### config.mk
export PLATFORM = sky130hd
export DESIGN_NAME = uart_rx
export DESIGN_NICKNAME = d
export VERILOG_FILES = /design/src/rtl/uart_rx_pkg.sv /design/src/rtl/uart_rx_sync_2ff.sv /design/src/rtl/uart_rx.sv
export SDC_FILE = /design/constraint.sdc
export NUM_CORES = 1
export LEC_CHECK = 0
export CORE_ASPECT_RATIO = 2
export CORE_MARGIN = 4
export CORE_UTILIZATION = 30
export CTS_BUF_LIST = sky130_fd_sc_hd__clkbuf_2 sky130_fd_sc_hd__clkbuf_4 sky130_fd_sc_hd__clkbuf_8
export DETAILED_ROUTE_END_ITERATION = 10
export PLACE_DENSITY = 0.59
export SLEW_MARGIN = 40
export SYNTH_ARGS = -nofsm -noshare
export SYNTH_HDL_FRONTEND = slang
export SYNTH_HIERARCHICAL = 1
export SYNTH_SLANG_ARGS = --single-unit
export TNS_END_PERCENT = 1
### constraint.sdc
create_clock -name clock -period 3.05 [get_ports clock]
set_input_delay 0.61 -clock clock [delete_from_list [all_inputs] [get_ports clock]]
set_output_delay 0.61 -clock clock [all_outputs]
set_load 0.02 [all_outputs]
### src/rtl/uart_rx_pkg.sv
// -----------------------------------------------------------------------------
// uart_rx_pkg
// Shared UART constants and the receive state encoding. Kept in one place so
// the transmit side can reuse the same frame width and encoding style.
// -----------------------------------------------------------------------------
package uart_rx_pkg;

  // Data bits per frame; fixed for this peripheral.
  localparam int DATA_BITS = 8;

  // Receive state encoding.
  typedef enum logic [2:0] {
    ST_IDLE  = 3'd0,
    ST_START = 3'd1,
    ST_DATA  = 3'd2,
    ST_STOP  = 3'd3,
    ST_BREAK = 3'd4
  } rx_state_e;

endpackage : uart_rx_pkg

### src/rtl/uart_rx_sync_2ff.sv
// -----------------------------------------------------------------------------
// sync_2ff
// Two-flop synchronizer for a single asynchronous input. The reset value is a
// parameter so idle-high lines (such as a UART rxd) come out of reset idle.
//
// Ports:
//   i_clk   - destination clock
//   i_rst_n - asynchronous active-low reset
//   i_d     - asynchronous input
//   o_q     - synchronized output (2-cycle latency)
// -----------------------------------------------------------------------------
module sync_2ff #(
  parameter logic RST_VAL = 1'b1
) (
  input  logic i_clk,
  input  logic i_rst_n,
  input  logic i_d,
  output logic o_q
);

  logic r_meta;
  logic r_sync;

  // NOTE: non-blocking (<=) so each flop samples its pre-edge input; blocking
  // assignments here would collapse the two stages into one.
  always_ff @(posedge i_clk or negedge i_rst_n) begin
    if (!i_rst_n) begin
      r_meta <= RST_VAL;
      r_sync <= RST_VAL;
    end else begin
      r_meta <= i_d;
      r_sync <= r_meta;
    end
  end

  assign o_q = r_sync;

endmodule : sync_2ff

### src/rtl/uart_rx.sv
// -----------------------------------------------------------------------------
// uart_rx
// UART receive front end. Synchronizes rxd, validates the start bit at its
// midpoint, deserializes 8 data bits LSB-first at (div+1) clocks per bit and
// checks one or two stop bits. Produces a one-cycle valid strobe with the byte
// or a one-cycle framing-error strobe. After a framing error the receiver waits
// for the line to return high so a held-low line cannot retrigger.
//
// Ports:
//   clock         - system clock, rising edge
//   reset_n       - asynchronous active-low reset
//   rxd           - raw serial input, idle high
//   rxen          - receive enable; dropping it aborts a frame in progress
//   nstop         - 0: one stop bit, 1: two stop bits
//   div           - baud divisor (bit period = div+1 clocks), latched per frame
//   rx_data       - last good byte, held until the next good frame
//   rx_data_valid - one-cycle strobe: new byte on rx_data
//   frame_error   - one-cycle strobe: a stop bit sampled low
//   busy          - high while a frame is in progress
// -----------------------------------------------------------------------------
module uart_rx
  import uart_rx_pkg::*;
#(
  parameter int DIV_WIDTH = 16
) (
  input  logic                 clock,
  input  logic                 reset_n,
  input  logic                 rxd,
  input  logic                 rxen,
  input  logic                 nstop,
  input  logic [DIV_WIDTH-1:0] div,
  output logic [DATA_BITS-1:0] rx_data,
  output logic                 rx_data_valid,
  output logic                 frame_error,
  output logic                 busy
);

  localparam int IDX_W = $clog2(DATA_BITS);

  logic                 w_rxd_s;
  logic                 w_tick;

  rx_state_e            r_state,     w_state_nxt;
  logic [DIV_WIDTH-1:0] r_cnt,       w_cnt_nxt;
  logic [DIV_WIDTH-1:0] r_div_q,     w_div_q_nxt;
  logic [IDX_W-1:0]     r_bit_idx,   w_bit_idx_nxt;
  logic                 r_stop_idx,  w_stop_idx_nxt;
  logic [DATA_BITS-1:0] r_shift,     w_shift_nxt;
  logic [DATA_BITS-1:0] r_rx_data,   w_rx_data_nxt;
  logic                 r_valid,     w_valid_nxt;
  logic                 r_ferr,      w_ferr_nxt;

  sync_2ff #(.RST_VAL(1'b1)) u_sync_rxd (
    .i_clk   (clock),
    .i_rst_n (reset_n),
    .i_d     (rxd),
    .o_q     (w_rxd_s)
  );

  assign w_tick = (r_cnt == '0);

  always_ff @(posedge clock or negedge reset_n) begin
    if (!reset_n) begin
      r_state    <= ST_IDLE;
      r_cnt      <= '0;
      r_div_q    <= '0;
      r_bit_idx  <= '0;
      r_stop_idx <= 1'b0;
      r_shift    <= '0;
      r_rx_data  <= '0;
      r_valid    <= 1'b0;
      r_ferr     <= 1'b0;
    end else begin
      r_state    <= w_state_nxt;
      r_cnt      <= w_cnt_nxt;
      r_div_q    <= w_div_q_nxt;
      r_bit_idx  <= w_bit_idx_nxt;
      r_stop_idx <= w_stop_idx_nxt;
      r_shift    <= w_shift_nxt;
      r_rx_data  <= w_rx_data_nxt;
      r_valid    <= w_valid_nxt;
      r_ferr     <= w_ferr_nxt;
    end
  end

  // NOTE: every signal written here gets a default first, so no path through
  // the case leaves one unassigned and no latch is inferred.
  always_comb begin
    w_state_nxt    = r_state;
    w_cnt_nxt      = r_cnt;
    w_div_q_nxt    = r_div_q;
    w_bit_idx_nxt  = r_bit_idx;
    w_stop_idx_nxt = r_stop_idx;
    w_shift_nxt    = r_shift;
    w_rx_data_nxt  = r_rx_data;
    w_valid_nxt    = 1'b0;
    w_ferr_nxt     = 1'b0;

    // Bit timer runs whenever a frame is in progress; reload on tick.
    if (r_state != ST_IDLE) begin
      w_cnt_nxt = w_tick ? r_div_q : r_cnt - 1'b1;
    end

    if (!rxen && (r_state != ST_IDLE)) begin
      w_state_nxt = ST_IDLE;
    end else begin
      case (r_state)
        ST_IDLE: begin
          // Half-period first wait puts every later sample mid-bit.
          if (rxen && !w_rxd_s) begin
            w_state_nxt = ST_START;
            w_cnt_nxt   = div >> 1;
            w_div_q_nxt = div;
          end
        end
        ST_START: begin
          if (w_tick) begin
            if (!w_rxd_s) begin
              w_state_nxt   = ST_DATA;
              w_bit_idx_nxt = '0;
            end else begin
              w_state_nxt = ST_IDLE;
            end
          end
        end
        ST_DATA: begin
          if (w_tick) begin
            w_shift_nxt   = {w_rxd_s, r_shift[DATA_BITS-1:1]};
            w_bit_idx_nxt = r_bit_idx + 1'b1;
            if (r_bit_idx == IDX_W'(DATA_BITS - 1)) begin
              w_state_nxt    = ST_STOP;
              w_stop_idx_nxt = 1'b0;
            end
          end
        end
        ST_STOP: begin
          if (w_tick) begin
            if (!w_rxd_s) begin
              w_ferr_nxt  = 1'b1;
              w_state_nxt = ST_BREAK;
            end else if (nstop && !r_stop_idx) begin
              w_stop_idx_nxt = 1'b1;
            end else begin
              w_rx_data_nxt = r_shift;
              w_valid_nxt   = 1'b1;
              w_state_nxt   = ST_IDLE;
            end
          end
        end
        ST_BREAK: begin
          if (w_rxd_s) begin
            w_state_nxt = ST_IDLE;
          end
        end
        default: w_state_nxt = ST_IDLE;
      endcase
    end
  end

  assign rx_data       = r_rx_data;
  assign rx_data_valid = r_valid;
  assign frame_error   = r_ferr;
  assign busy          = (r_state != ST_IDLE);

endmodule : uart_rx

# Word level (Yosys, flattened, before mapping)
# Cells that the tools add are included.
# word_totals
ff_bits	59
word_cells	86
out_inout_bits	11
ram_bits	0
input_bits	21
rom_bits	0
n_memories	0
latch_bits	0
# op_classes
n_reduce_logical	17
eq_ne	19
magnitude_cmp	0
n_shift	0
mux	35
bitwise_logic	2
n_addsub	2
n_div	0
multipliers	0
# ops
op	count
$mux W16	5
$mux W3	12
$logic_not A16 Y1	1
$sub A16 B1 Y16 const B	1
$ne A3 B3 Y1 const B	5
$pmux W3 S5	1
$mux W1	14
$reduce_and A7 Y1	2
$ne A2 B2 Y1 const B	6
$reduce_and A5 Y1	2
$eq A3 B2 Y1 const B	2
$eq A3 B3 Y1 const B	2
$pmux W3 S2	1
$reduce_and A3 Y1	2
$ne A4 B4 Y1 const B	1
$reduce_bool A2 Y1	2
$add A3 B1 Y3 const B	1
$eq A3 B1 Y1 const B	1
$logic_and A1 B1 Y1	3
$logic_not A1 Y1	3
$logic_not A3 Y1	1
$ne A3 B2 Y1 const B	1
$reduce_bool A3 Y1	1
$mux W2	1
3 further kinds	4

# Logic depth before layout (Yosys ltp)
# Gate-level depths: netlist of run 1.
# depth
depth_word	7
depth_mapped	8
depth_no_buf	6

# Hierarchy
# The synthesis of run 1 kept the hierarchy.
# modules_own_cells
mod	cells_per_inst	seq_area_each_um2	instances	area_per_inst_um2
uart_rx	320	1426.4	1	3118.0
sync_2ff	2	52.6	1	52.6

# Worst setup path after synthesis of run 1
# Ideal clock, no wire load.
# synth_timing
path_type	register to register
from	reg r_cnt[0]
to	reg r_shift[0]
setup_slack_ps	789
arrival_time_ps	2134
n_path_buf	1
synth_period_minus_slack_ps	2261
stages_incl_launch_ff	8
t_required_ps	2923
setup_time_ps	127
cell_sequence	dfrtp_1 inv_1 ha_1 nor4b_2 nand4_2 or3_1 buf_6 mux2_1
# synth_via
elab_chain_len	2
# synth_lines
element	line	text
from (decl)	uart_rx.sv:44	logic [DIV_WIDTH-1:0] r_cnt, w_cnt_nxt;
from (signal assigned)	uart_rx.sv:75	r_cnt <= w_cnt_nxt;
$logic_not A16 Y1	uart_rx.sv:60	assign w_tick = (r_cnt == '0);
$reduce_and A3 Y1 (no source line)	n/a	
to (signal assigned)	uart_rx.sv:79	r_shift <= w_shift_nxt;
to (decl)	uart_rx.sv:48	logic [DATA_BITS-1:0] r_shift, w_shift_nxt;
# No other way between the ends.
# A chain may end at the register's enable or synchronous reset.

# Worst setup path after layout of run 1
# layout_timing
from	reg r_cnt[0]
to	reg r_rx_data[1], in the netlist rx_data[1]
# layout_via
elab_chain_len	2
# layout_lines
element	line	text
$logic_not A16 Y1	uart_rx.sv:60	
$reduce_and A5 Y1 (no source line)	n/a	
to (signal assigned)	uart_rx.sv:80	r_rx_data <= w_rx_data_nxt;
to (decl)	uart_rx.sv:49	logic [DATA_BITS-1:0] r_rx_data, w_rx_data_nxt;
# No other way between the ends.

==> summary.md, run 1 <==
| Metric | Value |
|---|---|
| Setup Fix Bufs, Post-CTS | `0` |
| Gr usage total | `14.3%` |
| Flop pwr share | `47.3%` |
| Routed via count | `2552` |
| CP max-delay cell | `nor4_4` |
| Hold violation count in the final report | `0` |
| Critical Path Max Stage Delay | `590 ps` |
| Clock power share | `28.2%` |
| FF+latch count, synth | `59` |
| Fin cells | `497` |
| Tightest Hold Check Type | `primary input to asynchronous set/reset pin` |
| Share of synthesized registers carrying an async set or reset | `100%` |
| Syn avg cell area | `9.85 um2` |
| Grt ovf | `0` |
| Power per cell area | `587 mW/mm2` |
| Fin crit period | `2680 ps` |
| Largest family of logic cells by synthesized area | `simple AND/OR/NAND/NOR gates` |
| Crit. Startpoint | `r_cnt[0]` |
| Crit path kind | `flip-flop to flip-flop` |
| Top cells by area, synth | `dfrtp_1 45%, nand2_1 7.6%, mux2_2 6.7%, mux2i_1 4.1%, o21ai_0 3.2%` |
| RSZ-0062 raised after global routing | `false` |
| CTS root buffer | `clkbuf_8` |
| Post-synthesis adder-cell area fraction | `1.58%` |
| Sequential area share after synthesis | `46.6%` |
| CTS Sinks | `59` |
| Synth Instances | `322` |
| # port buffers | `31` |
| Worst Setup Start Kind | `flip-flop` |
| Max-Cap Viols | `0` |
| DRC | `0` |
| Initial antenna violation count | `0` |
| Simple-Gate Fraction of Synth Area | `23.3%` |
| Psw | `800 uW` |
| Ys flop type | `dfrtp_1` |
| Hold_ws | `288 ps` |
| Post-synth cell types | `55` |
| Final Cell Area | `0.00382 mm2` |
| Post-synth EDFFs | `0` |
| Worst Path Arrival | `2920 ps` |
| Final ANT Viol Nets | `0` |
| FF-to-FF setup slack | `370 ps` |
| Most frequent cells in the layout | `64 x nand2_1, 57 x dfrtp_1, 30 x clkdlybuf4s50_1, 20 x o21ai_0, 19 x mux2_2` |
| Resized cells post-CTS | `0` |
| Layout area overhead | `20.4%` |
| GPL Wtd Cong | `0.890` |
| CTS H-tree depth | `3` |
| Buf/Inv on CP | `1` |
| Final net count | `382` |
| Cts hold-fix bufs | `0` |
| Final setup fails | `0` |
| Clock Latency Late Sink | `360 ps` |
| Area share of the largest cell type after synthesis | `45.0%` |
| Reg-to-Reg Start | `r_cnt[0]` |
| Worst slew pin tran | `680 ps` |
| Placed cells | `481` |
| Outcome | `complete, no violations` |
| Io pins | `32` |
| Gate power share | `24.5%` |
| Total CTS buffers | `9` |
| Cell Area, Synth | `0.00317 mm2` |
| DR WL/cell | `16.4 um` |
| Syn nets | `347` |
| Highest clock rate | `373 MHz` |
| Post-Synth XOR/XNOR Area | `0.829%` |
| Sw Ratio | `35.7%` |
| Vias in the first global route | `2650` |
| Number of diodes | `0` |
| Most common cell after layout, fill and taps aside | `nand2_1` |
| Setup TNS | `0 ps` |
| CTS clk-pin slew, worst paths | `70 ps` |
| CTS max path bufs | `2` |
| Final Max Slew Viols | `0` |
| Mux cell area share after synthesis | `11.6%` |
| CP Cell Sequence | `inv_1 -> ha_1 -> nor4b_2 -> nand2_1 -> nor4_4 -> mux2_2` |
| Row count | `52` |
| LEAKAGE | `1.69 nW` |
| CTS tree | `yes` |
| Initial DRC count | `135` |
| Maximum vdd ir drop | `0.298 mV` |
| First-pass GRT wire length | `13.4 mm` |
| Relative slew margins | `54.6%` |
| Worst R2R Path Depth | `6` |
| Die height | `153 um` |
| Reg2reg end | `rx_data[1]` |
| Largest net degree at the start of global routing | `33` |
| Drt first pass iters | `5` |
| Final cycle utilization of the critical path | `87.8%` |
| Starting Density | `31.0%` |
| Wirelength, routed | `8.13 mm` |
| Crit path max fanout | `8` |
| Core ar. | `0.0102 mm2` |
| Delay-heaviest family, CP | `simple AND/OR/NAND/NOR gates` |
| DP Area | `0.00364 mm2` |
| Width of the die | `80.7 um` |
| Share of cells above drive strength 1 | `17.7%` |
| P_int | `1.44 mW` |
| Critical Path RT | `3290 ps` |
| Compound-Gate Fraction of Synth Area | `12.2%` |
| Final Skew | `8.63 ps` |
| Die area | `0.0124 mm2` |
| Routed vias/inst | `5.13` |
| Dpl hpwl | `6.08 mm` |
| Nature of the critical path endpoint | `flip-flop` |
| Largest area contributor in the synthesized netlist | `dfrtp_1` |
| YS warnings | `6` |
[worst register-to-register path, stage by stage (launching register included)]
cell and delay [ps]:
dfrtp_1 450, inv_1 150, ha_1 230, nor4b_2 500
nand2_1 250, nor4_4 590, mux2_2 400
[cells in the mapped netlist, drive strengths merged, types with 2 or more instances]
cell,number
nor4,8
or4,4
xor2,2
a311oi,3
a21boi,2
o211ai,3
dfstp,2
o2111ai,2
o22ai,4
inv,11
o21ai,20
o32ai,3
a21oi,8
nand4,6
nand3,7
nand2,64
mux2,21
or2,2
nor2b,5
buf,7
nand2b,4
dfrtp,57
mux2i,13
ha,4
and2,2
nor3b,4
nor3,6
or4b,2
a211oi,3
and3,3
or3,3
o31ai,3
nor2,13
a21o,2
clkbuf,9
[routing by layer]
layer	vias to the layer above	global-route usage, %	part of all wire, %
li1	1225	-	-
met1	1255	14.8	36
met2	55	25.7	57
met3	17	2.77	3.6
met4	0	8.30	3.3
met5	-	0	0
[power groups by stage]
stage | logic (mW) | registers [mW] | clock network [mW]
after floorplan | 0.433 | 0.998 | 0
after global placement | 0.541 | 1.07 | 0
after detailed placement | 0.551 | 1.07 | 0
after CTS | 0.554 | 1.06 | 0.656
after global routing | 0.618 | 1.08 | 0.681
final | 0.549 | 1.06 | 0.633
[worst max path at each step]
stage                       endpoint  depth (start not counted)
after floorplan           r_shift[0]                          7
after global placement    rx_data[2]                          6
after detailed placement  rx_data[1]                          6
after CTS                 rx_data[4]                          6
after global routing      rx_data[6]                          6
final                     rx_data[1]                          6
[flip-flops by register name (all words and copies together) (netlist names), 3 cells and up]
register and flops:
r_div_q 16, rx_data 8, r_shift 8, r_cnt 16, r_state 3, r_bit_idx 3
[kinds of logic after synthesis]
group,Yosys count
compound gates,59
fa+ha+maj,4
buf+inv,27
flops,59
simple gates,136
mux,34
xor+xnor,3
[area by class of cell]
| cell class | instances | area, um2 |
|---|---|---|
| flip-flops and latches | 59 | 1480 |
| well taps | 135 | 169 |
| clock inverters | 6 | 41.3 |
| repair buffers | 40 | 385 |
| inverters | 11 | 41.3 |
| multi-input cells | 236 | 1570 |
| clock buffers | 10 | 131 |
| fillers | 1073 | 6400 |
[stage by stage]
stage | utilization (%) | setup WS, ps | total power [mW]
after floorplan | - | 789 | 1.43
after global placement | 35.7 | 487 | 1.61
after detailed placement | 35.7 | 392 | 1.62
after CTS | 37.4 | 385 | 2.27
after global routing | 37.4 | 182 | 2.38
final | 37.4 | 372 | 2.24
Note: power is estimated with default switching activity, not from simulation.
==> run 2: changes to the inputs <==
PLACE_DENSITY = 0.57   (was 0.59)
==> run 2 against run 1 <==
  * Clock power rose by 5.7%
  * Cell count did not move
  * Via count is 2.1% lower
  * Sequential power about the same
  * Sequential share of layout area is 0.14 points lower
  * Register-to-register slack better by 20 ps
  * Utilization rose by 0.13 points
  * Combinational power is essentially flat
  * Clock skew rose by 2.9 ps
  * Flip-flop and latch count unchanged
==> summary.md, run 2 (same netlist as run 1, synthesis figures left out) <==
| Metric | Value |
|---|---|
| Outcome | `complete, no violations` |
| Setup TNS | `0 ps (unchanged)` |
| Flop pwr share | `46.3% (-1.0 points)` |
| First-pass GRT wire length | `13.7 mm (+2.2%)` |
| Core ar. | `0.0102 mm2 (unchanged)` |
| Largest net degree at the start of global routing | `60 (+82%)` |
| Initial antenna violation count | `0 (unchanged)` |
| Drt first pass iters | `4 (-1)` |
| Crit path depth | `6 (unchanged)` |
| GPL Wtd Cong | `0.878 (-1.4%)` |
| Routed via count | `2499 (-2.1%)` |
| CTS root buffer | `clkbuf_8` |
| Gr usage total | `14.4% (+0.14 points)` |
| LEAKAGE | `1.70 nW (+0.55%)` |
| Tightest Hold Check Type | `primary input to asynchronous set/reset pin` |
| DRC | `0 (unchanged)` |
| Final cycle utilization of the critical path | `87.2% (-0.64 points)` |
| Starting Density | `31.0% (unchanged)` |
| Die area | `0.0124 mm2 (unchanged)` |
| Regs by FF count | `r_cnt: 16 flops, r_div_q: 16 flops` |
| CTS clk-pin slew, worst paths | `80 ps (about the same)` |
| Final ANT Viol Nets | `0 (unchanged)` |
| Width of the die | `80.7 um (unchanged)` |
| Io pins | `32 (unchanged)` |
| FF-to-FF setup slack | `390 ps (+20 ps)` |
| CTS H-tree depth | `3 (unchanged)` |
| Routed vias/inst | `5.03 (-2.1%)` |
| Clock power share | `29.4% (+1.2 points)` |
| Layout area overhead | `20.8%` |
| P_int | `1.47 mW (+1.9%)` |
| Worst Path Arrival | `2900 ps (-20 ps)` |
| Power per cell area | `594 mW/mm2 (+1.1%)` |
| Most frequent cells in the layout | `64 x nand2_1, 57 x dfrtp_1, 30 x clkdlybuf4s50_1, 20 x o21ai_0, 19 x mux2_2` |
| CP max-delay cell | `nor4_4` |
| RSZ-0062 raised after global routing | `false` |
| CTS max path bufs | `2 (unchanged)` |
| Initial DRC count | `111 (-18%)` |
| Wirelength, routed | `8.01 mm (-1.4%)` |
| Final setup fails | `0 (unchanged)` |
| Max-Cap Viols | `0 (unchanged)` |
| Final Max Slew Viols | `0 (unchanged)` |
| Grt ovf | `0 (unchanged)` |
| Buf/Inv on CP | `1 (unchanged)` |
| Fin crit period | `2660 ps (-19.6 ps)` |
| Sw Ratio | `35.4% (-0.23 points)` |
| Worst R2R Path Depth | `6 (unchanged)` |
| Worst Setup Start Kind | `flip-flop` |
| Setup Fix Bufs, Post-CTS | `0 (unchanged)` |
| Row count | `52 (unchanged)` |
| Worst slew pin tran | `689 ps (+8.27 ps)` |
| Final Skew | `11.5 ps (+2.88 ps)` |
| Delay-heaviest family, CP | `simple AND/OR/NAND/NOR gates` |
| Psw | `806 uW (+0.84%)` |
| Die height | `153 um (unchanged)` |
| Crit path kind | `flip-flop to flip-flop` |
| # port buffers | `31 (unchanged)` |
| CP Cell Sequence | `inv_1 -> ha_1 -> nor4b_2 -> nand2_1 -> nor4_4 -> mux2_2` |
| Total CTS buffers | `9 (unchanged)` |
| Nature of the critical path endpoint | `flip-flop` |
| Vias in the first global route | `2732 (+3.1%)` |
| Clock Latency Late Sink | `360 ps (about the same)` |
| Post-Route Utilization | `37.5% (+0.13 points)` |
| Dpl hpwl | `5.89 mm (-3.0%)` |
| CTS tree | `yes` |
| Crit path max fanout | `8 (unchanged)` |
| CTS Sinks | `59 (unchanged)` |
| Maximum vdd ir drop | `0.336 mV (+13%)` |
| Critical Path Max Stage Delay | `600 ps (about the same)` |
| Number of diodes | `0 (unchanged)` |
| Gate power share | `24.3% (-0.2 points)` |
| Most common cell after layout, fill and taps aside | `nand2_1` |
| Relative slew margins | `54.0% (-0.66 points)` |
| DR WL/cell | `16.1 um (-1.4%)` |
| Highest clock rate | `376 MHz (+0.74%)` |
| Cts hold-fix bufs | `0 (unchanged)` |
| Fill cells | `1061 (-1.1%)` |
| Share of cells above drive strength 1 | `17.7% (unchanged)` |
| Final net count | `382 (unchanged)` |
| Hold violation count in the final report | `0 (unchanged)` |
| Critical Path RT | `3290 ps (about the same)` |
| Resized cells post-CTS | `0 (unchanged)` |
run 2: final timing paths:
kind | startpoint | to
max | r_cnt[0] | rx_data[0]
min in group clock | u_sync_rxd/r_meta | u_sync_rxd/o_q
min reg2reg | u_sync_rxd/r_meta | u_sync_rxd/o_q
max reg2reg | r_cnt[0] | rx_data[0]
min | reset_n | r_state[0]
max in group asynchronous | reset_n | r_div_q[7]
run 2: layout make-up:
type                       count  area, um2  share of cell area [%]
clock inverter                 5       37.5                   0.980
multi-input combinational    236       1570                    41.0
inverter                      11       41.3                    1.08
tap                          135        169                    4.41
timing repair buffer          40        389                    10.2
clock buffer                  11        145                    3.79
sequential                    59       1480                    38.6
run 2: per-stage QoR:
| step | std cells | power [mW] | worst slack (ps) | hold WS (ps) | instance area [um2] |
|---|---|---|---|---|---|
| floorplan | 322 | 1.43 | 789 | 314 | 3170 |
| global placement | 481 | 1.61 | 489 | 346 | 3640 |
| detailed placement | 481 | 1.62 | 405 | 347 | 3640 |
| CTS | 497 | 2.29 | 377 | 359 | 3830 |
| global route | 497 | 2.41 | 172 | 358 | 3830 |
| finish | 497 | 2.28 | 392 | 296 | 3830 |
run 2: worst reg2reg max path, cell delays in order, from the launching register on:
cell,delay (ps)
dfrtp_1,450
inv_1,150
ha_1,230
nor4b_2,460
nand2_1,270
nor4_4,600
mux2_2,400
run 2: power by group through the flow:
stage | Sequential, mW | Combinational, mW | Clock [mW]
finish | 1.05 | 0.552 | 0.669
detailed placement | 1.06 | 0.555 | 0
global placement | 1.06 | 0.545 | 0
floorplan | 0.998 | 0.433 | 0
CTS | 1.05 | 0.557 | 0.683
global route | 1.07 | 0.620 | 0.720
run 2: metal layers:
layer  up-vias  track usage (%)  wire length [um]
met5         -                0                 0
met4         0             6.61               245
met3        17             3.42               247
met2        45             25.9              4490
met1      1210             15.3              3030
li1       1227                -                 -
